**src/rtl/counter_recv_pkg.sv**
```systemverilog
// Shared types and constants for the counter stream receiver.
package counter_recv_pkg;

  localparam int unsigned IDX_W   = 8;
  localparam logic [31:0] SUM_MAX = 32'hFFFF_FFFF;

  typedef enum logic [1:0] {
    IDLE,
    RECV,
    DONE
  } recv_state_t;

  function automatic int unsigned total_words(input int unsigned num_slice,
                                              input int unsigned num_counter);
    return num_slice * num_counter;
  endfunction

  function automatic int unsigned idx_bits(input int unsigned n);
    return (n <= 1) ? 1 : $clog2(n);
  endfunction

endpackage

```
**src/rtl/sat_acc32.sv**
```systemverilog
// 32-bit saturating adder: a + b clamped to SUM_MAX.
module sat_acc32
  import counter_recv_pkg::*;
(
  input  logic [31:0] a,
  input  logic [31:0] b,
  output logic [31:0] y
);

  logic [32:0] sum_wide;

  always_comb begin
    sum_wide = {1'b0, a} + {1'b0, b};
    y        = sum_wide[32] ? SUM_MAX : sum_wide[31:0];
  end

endmodule

```
**src/rtl/counter_receiver.sv**
```systemverilog
// Captures NUM_SLICE x NUM_COUNTER counter words into a buffer with per-slice saturating sums.
// Optional range check on captured words is enabled by defining RECV_RANGE_CHECK_EN.
module counter_receiver
  import counter_recv_pkg::*;
#(
  parameter int unsigned NUM_COUNTER = 10,
  parameter int unsigned NUM_SLICE   = 2,
  parameter int unsigned VAL_MAX     = 100
) (
  input  logic        Clk,
  input  logic        Reset_n,
  input  logic [31:0] Counter,
  input  logic        Clear,
  input  logic [7:0]  Rd_Addr,
  output logic [31:0] Rd_Data,
  input  logic [7:0]  Slice_Sel,
  output logic [31:0] Slice_Sum,
  output logic [7:0]  Recv_Cnt,
  output logic        Done,
  output logic        Overrun,
  output logic        Range_Err
);

  localparam int unsigned TOTAL  = total_words(NUM_SLICE, NUM_COUNTER);
  localparam int unsigned BUF_AW = idx_bits(TOTAL);
  localparam int unsigned SL_AW  = idx_bits(NUM_SLICE);

  localparam logic [IDX_W-1:0] LAST_WORD = IDX_W'(TOTAL - 1);
  localparam logic [IDX_W-1:0] LAST_CNT  = IDX_W'(NUM_COUNTER - 1);
  localparam logic [IDX_W-1:0] TOTAL_W   = IDX_W'(TOTAL);
  localparam logic [IDX_W-1:0] NSLICE_W  = IDX_W'(NUM_SLICE);

  recv_state_t       state_q, state_d;
  logic              restart;
  logic              capture;
  logic              overrun_hit;
  logic [IDX_W-1:0]  recv_cnt_q;
  logic [IDX_W-1:0]  slice_idx_q;
  logic [IDX_W-1:0]  cnt_idx_q;
  logic [31:0]       buf_q [TOTAL];
  logic [31:0]       sum_q [NUM_SLICE];
  logic [31:0]       sum_cur;
  logic [31:0]       sum_new;
  logic [31:0]       rd_data_q;
  logic [31:0]       slice_sum_q;
  logic              overrun_q;

  assign restart = !Reset_n || Clear;

  always_ff @(posedge Clk) begin
    if (restart) state_q <= IDLE;
    else         state_q <= state_d;
  end

  always_comb begin
    state_d     = state_q;
    capture     = 1'b0;
    overrun_hit = 1'b0;
    unique case (state_q)
      IDLE: begin
        if (Counter != '0) begin
          capture = 1'b1;
          state_d = (TOTAL == 1) ? DONE : RECV;
        end
      end
      RECV: begin
        if (Counter != '0) begin
          capture = 1'b1;
          if (recv_cnt_q == LAST_WORD) state_d = DONE;
        end
      end
      DONE:    overrun_hit = (Counter != '0);
      default: state_d = IDLE;
    endcase
  end

  // One shared adder serves whichever slice is currently being filled.
  assign sum_cur = sum_q[slice_idx_q[SL_AW-1:0]];

  sat_acc32 u_sat_acc (
    .a (sum_cur),
    .b (Counter),
    .y (sum_new)
  );

  always_ff @(posedge Clk) begin
    if (restart) begin
      buf_q       <= '{default: '0};
      sum_q       <= '{default: '0};
      recv_cnt_q  <= '0;
      slice_idx_q <= '0;
      cnt_idx_q   <= '0;
      overrun_q   <= 1'b0;
      rd_data_q   <= '0;
      slice_sum_q <= '0;
    end else begin
      if (capture) begin
        buf_q[recv_cnt_q[BUF_AW-1:0]] <= Counter;
        sum_q[slice_idx_q[SL_AW-1:0]] <= sum_new;
        recv_cnt_q                    <= recv_cnt_q + 1'b1;
        if (cnt_idx_q == LAST_CNT) begin
          cnt_idx_q   <= '0;
          slice_idx_q <= slice_idx_q + 1'b1;
        end else begin
          cnt_idx_q   <= cnt_idx_q + 1'b1;
        end
      end
      if (overrun_hit) overrun_q <= 1'b1;
      rd_data_q   <= (Rd_Addr < TOTAL_W) ? buf_q[Rd_Addr[BUF_AW-1:0]] : '0;
      slice_sum_q <= (Slice_Sel < NSLICE_W) ? sum_q[Slice_Sel[SL_AW-1:0]] : '0;
    end
  end

`ifdef RECV_RANGE_CHECK_EN
  logic range_err_q;

  always_ff @(posedge Clk) begin
    if (restart)                                 range_err_q <= 1'b0;
    else if (capture && (Counter > 32'(VAL_MAX))) range_err_q <= 1'b1;
  end

  assign Range_Err = range_err_q;
`else
  assign Range_Err = 1'b0;
`endif

  assign Rd_Data   = rd_data_q;
  assign Slice_Sum = slice_sum_q;
  assign Recv_Cnt  = recv_cnt_q;
  assign Done      = (state_q == DONE);
  assign Overrun   = overrun_q;

endmodule
```
**config.mk**
```make
export PLATFORM = sky130hd
export DESIGN_NAME = counter_receiver
export DESIGN_NICKNAME = d
export VERILOG_FILES = /design/src/rtl/counter_recv_pkg.sv /design/src/rtl/sat_acc32.sv /design/src/rtl/counter_receiver.sv
export SDC_FILE = /design/constraint.sdc
export NUM_CORES = 2
export LEC_CHECK = 0
export CAP_MARGIN = 20
export CORE_UTILIZATION = 27
export CTS_CLUSTER_SIZE = 12
export DETAILED_ROUTE_END_ITERATION = 7
export PLACE_DENSITY = 0.4
export REMOVE_ABC_BUFFERS = 1
export SLEW_MARGIN = 15
export SYNTH_ARGS = -nofsm -noshare
export SYNTH_HDL_FRONTEND = slang
export SYNTH_HIERARCHICAL = 1
export SYNTH_SLANG_ARGS = --single-unit
```
**constraint.sdc**
```tcl
create_clock -name Clk -period 4.51 [get_ports Clk]
set_clock_uncertainty 0.1 [all_clocks]
set_input_delay 0.6765 -clock Clk [delete_from_list [all_inputs] [get_ports Clk]]
set_output_delay 0.6765 -clock Clk [all_outputs]
set_load 0.005 [all_outputs]
```
---- Word level (Yosys, flattened, before mapping) ----
Cells that the tools add are included.
storage, ports and cells
  register bits after elaboration ......... 795
  bits of input ports ..................... 51
  output and inout port bits .............. 75
  logic and storage cells ................. 90
operators by class
  $add $sub $neg .......................... 4
  $lt $le $gt $ge ......................... 8
  equality and inequality tests ........... 7
  muxes and demuxes ....................... 24
  bitwise gates (word level) .............. 7
  reduce and logical (&&, ||, !) cells .... 11
operators with widths
  kind                 number
  $bwmux 640           1
  $mux 32              11
  $bmux 32 s5          1
  $demux 32 s5         1
  $bwmux 64            1
  $add 32x32->33       1
  $demux 32 s1         1
  $reduce_bool 32->1   1
  $add 8x1->8 const B  3
  $ge 6x6->1 const B   2
  $not 5->6            2
  $eq 8x4->1 const B   1
  $eq 8x5->1 const B   1
  $lt 8x2->1 const B   1
  $lt 8x5->1 const B   1
  $mux 8               1
  $lt 6x1->1 const B   1
  $mux 2               3
  $ne 2x2->1 const B   3
  $pmux 2 s3           1
  $reduce_or 2->1      3
  $ge 2x2->1 const B   2
  $not 1->2            2
  $reduce_and 4->1     1
  10 further kinds     15

---- Longest topological paths before layout ----
  depth in word-level cells ............... 7
  gate-level depth with buffers ........... 16

---- Cells and area by module ----
Netlist, hierarchy kept.
modules (own cells, without submodules)
  module            times used  cells an instance  area each (µm²)  seq. area each (µm²)
  counter_receiver  1           3142               31438.9          15775.1
  sat_acc32         1           270                1839.3           0.0

---- Worst setup path after synthesis ----
No wires, ideal clock.
  path type ............................... reg-to-reg
  start point ............................. register slice_idx_q[0]
  end point ............................... register sum_q[27] in the netlist's numbering
  data arrival time ....................... 3.313 ns
  required time ........................... 4.285 ns
  setup slack ............................. 0.972 ns
  cell stages (with the launch flop) ...... 16
  path buffers ............................ 3
  cell sequence ........................... dfxtp_1 > clkbuf_1 > clkbuf_1 > mux2_2 > ha_1 > a211oi_2 > o211ai_2 > and4_4 > o21a_4 > a21oi_4 > o211a_4 > buf_6 > nand2_1 > mux2_2 > nand2_1 > o21ai_0
on the way
  cells in the longest elaborated chain, start to end .. 7
  elaborated cells between the ends (all ways) .. 12
  classes of those cells .................. 1 x add/sub; 2 x order compare; 7 x mux; 1 x bitwise; 1 x reduce/logical
ends and longest elaborated chain
  item                                         RTL line                 source
  start: declaration                           counter_receiver.sv:38   logic [IDX_W-1:0] slice_idx_q;
  start signal: assignment                     counter_receiver.sv:103  slice_idx_q <= slice_idx_q + 1'b1;
  $not 1->2 (implied by the code)              counter_receiver.sv:78   assign sum_cur = sum_q[slice_idx_q[SL_AW-1:0]];
  $mux 32 (implied by the code) (3 in series)  counter_receiver.sv:78
  named net sum_cur[2]                         counter_receiver.sv:42   logic [31:0] sum_cur;
  $add 32x32->33                               sat_acc32.sv:13          sum_wide = {1'b0, a} + {1'b0, b};
  $mux 32                                      sat_acc32.sv:14          y = sum_wide[32] ? SUM_MAX : sum_wide[31:0];
  named net sum_new[27]                        counter_receiver.sv:43   logic [31:0] sum_new;
  $bwmux 64                                    counter_receiver.sv:99   sum_q[slice_idx_q[SL_AW-1:0]] <= sum_new;
  end signal: indexed assignment               counter_receiver.sv:99
  end: declaration                             counter_receiver.sv:41   logic [31:0] sum_q [NUM_SLICE];
The timed path passes the listed nets, and every way through them passes these cells. The select of a mux whose other input is x is not followed.
A chain may end at the register's enable or synchronous reset.

---- Worst setup path in the final report ----
  start point ............................. register slice_idx_q[0]
  end point ............................... register sum_q[57] in the netlist's numbering
The elaborated chain is that of the path after synthesis.

==> impl_metrics.json <==
{
  "crit_path_end_kind": "register",
  "synthSimpleGateAreaFrac": 0.144,
  "powerDensity_nw_per_um2": 398,
  "cts.htree.levels": 3,
  "synthesis.area_um2": 33300,
  "final_cells": 5063,
  "num_vias": 25200,
  "ys_seq_elements": 788,
  "synthAdderAreaFrac": 0.0149,
  "slew_headroom": 0.253,
  "wirelength_um": 109000,
  "wl_per_cell_um": 21.5,
  "synth-main-ff-cell": "dfxtp_1",
  "clock_path_buffers": 3,
  "port_buffers": 124,
  "final_common_cell": "dfxtp_1",
  "start_util": 0.273,
  "grt_max_degree": 139,
  "clk_latency_ns": 0.67,
  "cp_max_fo": 23,
  "antenna_found_initial": 4,
  "synth_edf_count": 0,
  "min_period_over_period": 0.854,
  "synth-xor-area-share": 0.00842,
  "final_hold_viol_count": 0,
  "grt_pass1_wl_um": 163000,
  "cts_tree": "built",
  "cts-root-buf": "clkbuf_16",
  "place_inst": 4897,
  "cap_violations": 0,
  "max_freq_mhz": 260,
  "min_path_type": "reg2reg",
  "layout_common_cells": "787 x dfxtp_1, 716 x nand3_1, 649 x o21ai_0",
  "worstSetupPathType": "reg2reg",
  "gr-total-overflow": 0,
  "grt_pass1_vias": 24900,
  "avgSynthCellArea_um2": 9.75,
  "async_flop_share": 0,
  "maxSlewViolCount": 0,
  "ys_types": 68,
  "grt_use_total": 0.172,
  "rsz0062_at_grt": "no",
  "nNetsFinal": 3456,
  "area_growth_pct": 18.0,
  "path_cells": "buf_4 -> mux2_2 -> ha_1 -> nand4_1 -> nor4_1 -> o21ai_1 -> a21oi_2 -> o2111ai_2 -> a211oi_2 -> a21bo_2 -> mux2i_1 -> nand2_1 -> o21ai_0",
  "clkSlewWorstSetupHoldPaths_ns": 0.06,
  "path_buf_inv": 1,
  "rows": 128,
  "firstDrtPassIters": 5,
  "synth_top_family_by_area": "compound AO/OA/AOI/OAI gates",
  "drc": 0,
  "via_per_inst": 4.98,
  "synth_warnings": 6,
  "final_antenna_net_count": 0,
  "fp.dieW_um": 353,
  "muxShareOfSynthArea": 0.150,
  "crit_family": "compound AO/OA/AOI/OAI gates",
  "cts_setup_buffers": 0,
  "synth_compound_gate_area_share": 0.154,
  "placeableCoreArea_um2": 122000,
  "final.setup.tns_ns": 0,
  "p_leak_uw": 0.0134,
  "place_hpwl_um": 64700,
  "die_h_um": 353,
  "fin_crit_ns": 3.85,
  "cp-start-kind": "register",
  "cpPeakStageDelay_ns": 0.42,
  "critPathRequiredTime_ns": 4.99,
  "cp.arrival_ns": 4.34,
  "ir_drop_uv": 261,
  "dpl_cell_area_um2": 36200,
  "final_layout_size_suffix_gt1_frac": 0.144,
  "ctsResizeCount": 0,
  "diodes": 0,
  "clkSinkCount": 788,
  "seq_area_frac_synth": 0.474,
  "drt-initial-drc-count": 1718,
  "fillers": 12700,
  "design_area_um2": 39300,
  "cpMaxStageDelayCell": "dfxtp_2",
  "synth_cells": 3412,
  "status": "complete, no violations",
  "cts_buffers": 92,
  "cts_hold_buf": 0,
  "gp_congestion": 0.803,
  "die_area_um2": 125000,
  "final-setup-viol-count": 0,
  "tightest_slew_ns": 1.12,
  "num_io_pins": 126
}
[synth_stat cells (3+ instances only)]
| master | n | area, µm² |
|---|---|---|
| or4_1 | 4 | 30.0 |
| xor2_1 | 16 | 140 |
| nand4_1 | 9 | 56.3 |
| buf_2 | 74 | 370 |
| o21ai_1 | 112 | 561 |
| o31ai_1 | 7 | 52.6 |
| mux4_2 | 160 | 3600 |
| inv_1 | 8 | 30.0 |
| buf_1 | 6 | 22.5 |
| nor4_1 | 10 | 62.6 |
| nand2_1 | 115 | 432 |
| dfxtp_1 | 788 | 15800 |
| nor2b_1 | 7 | 43.8 |
| buf_6 | 35 | 394 |
| nand3_1 | 716 | 3580 |
| a31oi_1 | 5 | 31.3 |
| ha_1 | 38 | 475 |
| a2bb2oi_1 | 32 | 280 |
| a21o_1 | 16 | 120 |
| nand2b_1 | 6 | 37.5 |
| mux2i_1 | 102 | 1020 |
| or3_1 | 3 | 18.8 |
| a211oi_1 | 3 | 22.5 |
| a211oi_2 | 3 | 37.5 |
| xnor2_1 | 16 | 140 |
| clkbuf_1 | 229 | 860 |
| and3_1 | 4 | 25.0 |
| o21ai_0 | 649 | 3250 |
| o211ai_1 | 8 | 60.1 |
| or2_2 | 4 | 25.0 |
| mux2_2 | 33 | 372 |
| nor2_1 | 72 | 270 |
| o211ai_4 | 14 | 298 |
| o211ai_2 | 6 | 75.1 |
| clkbuf_2 | 25 | 125 |
| nor3_1 | 5 | 25.0 |
| a21oi_1 | 33 | 165 |
[path summary, 6_finish.rpt]
path | slack [ns] | endpoint | start | depth (start not counted)
setup / recovery | 0.66 | sum_q[57] | slice_idx_q[0] | 13
hold / removal | 0.35 | buf_q[185] | buf_q[185] | 2
setup reg to reg | 0.66 | sum_q[57] | slice_idx_q[0] | 13
hold reg to reg | 0.35 | buf_q[185] | buf_q[185] | 2
[metal layers]
layer | share of wire | vias to the layer above | GRT usage
met5 | 0.00010 | - | 0
met4 | 0.016 | 2 | 0.0363
met3 | 0.036 | 115 | 0.0268
met2 | 0.47 | 383 | 0.284
met1 | 0.48 | 12300 | 0.236
li1 | - | 12400 | -
[power breakdown]
| group | switching, µW | total, µW | internal [µW] |
|---|---|---|---|
| registers | 34.8 | 7050 | 7020 |
| clock network | 3120 | 7470 | 4350 |
| logic | 697 | 1090 | 394 |
| total | 3850 | 15600 | 11800 |
[sequential cells by signal, summed over array words and instances, names as in the netlist, 2 cells and up]
| name | flops |
|---|---|
| buf_q | 640 |
| sum_q | 64 |
| Rd_Data | 32 |
| Slice_Sum | 32 |
| Recv_Cnt | 8 |
| cnt_idx_q | 8 |
| state_q | 2 |
[stage by stage]
stage | utilization | hold WS (ns) | setup slack, ns | power, µW
4_1_cts | 0.322 | 0.359 | 0.682 | 15900
3_3_place_gp | 0.297 | 0.345 | 0.282 | 8320
5_1_grt | 0.322 | 0.374 | 0.461 | 16200
3_5_place_dp | 0.297 | 0.351 | 0.261 | 8300
2_1_floorplan | - | 0.338 | -33.06 | 7840
6_report | 0.322 | 0.355 | 0.659 | 15600
[tightest hold or removal path: cells and delay by family (launching register included)]
family,cells,cell delay [ns]
flip-flops,1,0.30
AND/OR/NAND/NOR,1,0.05
AO/OA/AOI/OAI,1,0.05
[cells by family (layout without fill, tap and decap cells)]
family	after synthesis	after routing
adder cells (fa/ha/maj)	39	39
AND/OR/NAND/NOR	973	973
other	1	1
XOR/XNOR	32	32
flip-flops	788	788
AO/OA/AOI/OAI	905	905
multiplexers	295	295
buffers and inverters	379	405
[layout make-up]
| cell class | count | area, µm² | share of cell area |
|---|---|---|---|
| Sequential cell | 788 | 15800 | 0.402 |
| Multi-Input combinational cell | 2245 | 15800 | 0.401 |
| Clock buffer | 143 | 2780 | 0.0707 |
| Timing Repair Buffer | 231 | 2650 | 0.0675 |
| Tap cell | 1625 | 2030 | 0.0518 |
| Clock inverter | 23 | 246 | 0.00628 |
| Inverter | 8 | 30.0 | 0.000765 |
Power figures use the tool's default switching activity.
==> RTL change: new RTL, same settings <==
The option `RECV_RANGE_CHECK_EN` is turned on by a define.
--- a/src/rtl/counter_receiver.sv
+++ b/src/rtl/counter_receiver.sv
@@ -1,5 +1,7 @@
 // Captures NUM_SLICE x NUM_COUNTER counter words into a buffer with per-slice saturating sums.
 // Optional range check on captured words is enabled by defining RECV_RANGE_CHECK_EN.
+`define RECV_RANGE_CHECK_EN
+
 module counter_receiver
   import counter_recv_pkg::*;
 #(
Function: changed (a bounded check fails within 4 cycles, from zero or initial values).
==> RTL change against the original RTL <==
  * Synthesized cell count decreased by 1.1%
  * Cell area up 7.6%
  * Setup slack better by 0.12 ns
  * Via count shrank 1.3%
  * Critical path depth did not move
  * Total power rose by 1.8%
  * Synthesized area grew 7.6%
  * Sequential cell count grew 1
  * Final cell count grew 3.2%
  * Routed wire length up 4.9%
  * Critical path type unchanged
  * Critical endpoint is now sum_q[3]$_SDFFE_PP0P_
  * Highest routed layer is now met4
==> RTL change: results (changes against the original RTL) <==
[metrics] DRT Wirelength: 114,000 um (was 109,000 um)
[metrics] detailed-routing iteration count for the pre-antenna-repair pass: 6 (was 5)
[metrics] quantity of I/O buffers inserted on ports: 125 (was 124)
[metrics] leak pwr: 18.9 nW (was 13.4 nW)
[metrics] drt initial violations: 1,511 (was 1,718)
[metrics] multiplexer share of the synthesized area: 31.8% (was 15.0%)
[metrics] met1 Usage GRT: 23.3% (was 23.6%)
[metrics] vias in the first global route: 25,300 (was 24,900)
[metrics] routed wire length on met2: 53,700 um (was 50,900 um)
[metrics] result of the run: complete, no violations (unchanged)
[metrics] final-layout clock buffer total: 147 (was 143)
[metrics] P_clk: 7.66 mW (was 7.47 mW)
[metrics] Total GRT Usage: 16.8% (was 17.2%)
[metrics] Avg Inst Size Synth: 10.6 sq um (was 9.75 sq um)
[metrics] global routing usage on met2: 27.8% (was 28.4%)
[metrics] HPWL after detailed placement: 70,700 um (was 64,700 um)
[metrics] largest net degree at the start of global routing: 79 (was 139)
[metrics] Mapped Area: 35,800 sq um (was 33,300 sq um)
[metrics] data arrival time at the worst-slack endpoint: 4.16 ns (was 4.34 ns)
[metrics] clock buffer count from CTS: 96 (was 92)
[metrics] power after layout: 15.9 mW (was 15.6 mW)
[metrics] first-pass GRT wire length: 172,000 um (was 163,000 um)
[metrics] number of flip-flops and latches: 789 (was 788)
[metrics] uppermost metal layer occupied by signal nets: met4 (was met5)
[metrics] synth unique cells: 72 (was 68)
[metrics] Max transition margin: 31.0% (was 25.3%)
[metrics] startpoint of the most critical hold path: buf_q[76]$_SDFFE_PP0P_ (was buf_q[185]$_SDFFE_PP0P_)
[metrics] number of nets in the final layout: 3,489 (was 3,456)
[metrics] FILL cells: 13,400 (was 12,700)
[metrics] part of the power in registers: 44.5% (was 45.2%)
[metrics] non-clock buffer contribution to total cell area: 6.77% (was 6.75%)
[metrics] placed inst area: 39,200 sq um (was 36,200 sq um)
[metrics] non-clock buffer count: 245 (was 231)
[metrics] gpl congestion: 0.794 (was 0.803)
## RTL change: critical path, cell delays in order, from the launching register on
cell	delay [ns]
sky130_fd_sc_hd__dfxtp_2	0.43
sky130_fd_sc_hd__mux2_2	0.36
sky130_fd_sc_hd__ha_1	0.24
sky130_fd_sc_hd__fa_1	0.44
sky130_fd_sc_hd__a211oi_2	0.29
sky130_fd_sc_hd__o211ai_2	0.18
sky130_fd_sc_hd__and4_4	0.22
sky130_fd_sc_hd__o21a_4	0.24
sky130_fd_sc_hd__a21oi_4	0.21
sky130_fd_sc_hd__o211a_4	0.27
sky130_fd_sc_hd__buf_4	0.33
sky130_fd_sc_hd__nand2_1	0.10
sky130_fd_sc_hd__nand2_1	0.08
sky130_fd_sc_hd__o21ai_0	0.08
## RTL change: through the flow
stage / hold WS, ns / worst slack (ns)
2_1_floorplan: 0.332 / -32.76
3_3_place_gp: 0.342 / 0.338
3_5_place_dp: 0.347 / 0.296
4_1_cts: 0.357 / 0.727
5_1_grt: 0.366 / 0.463
6_report: 0.353 / 0.776
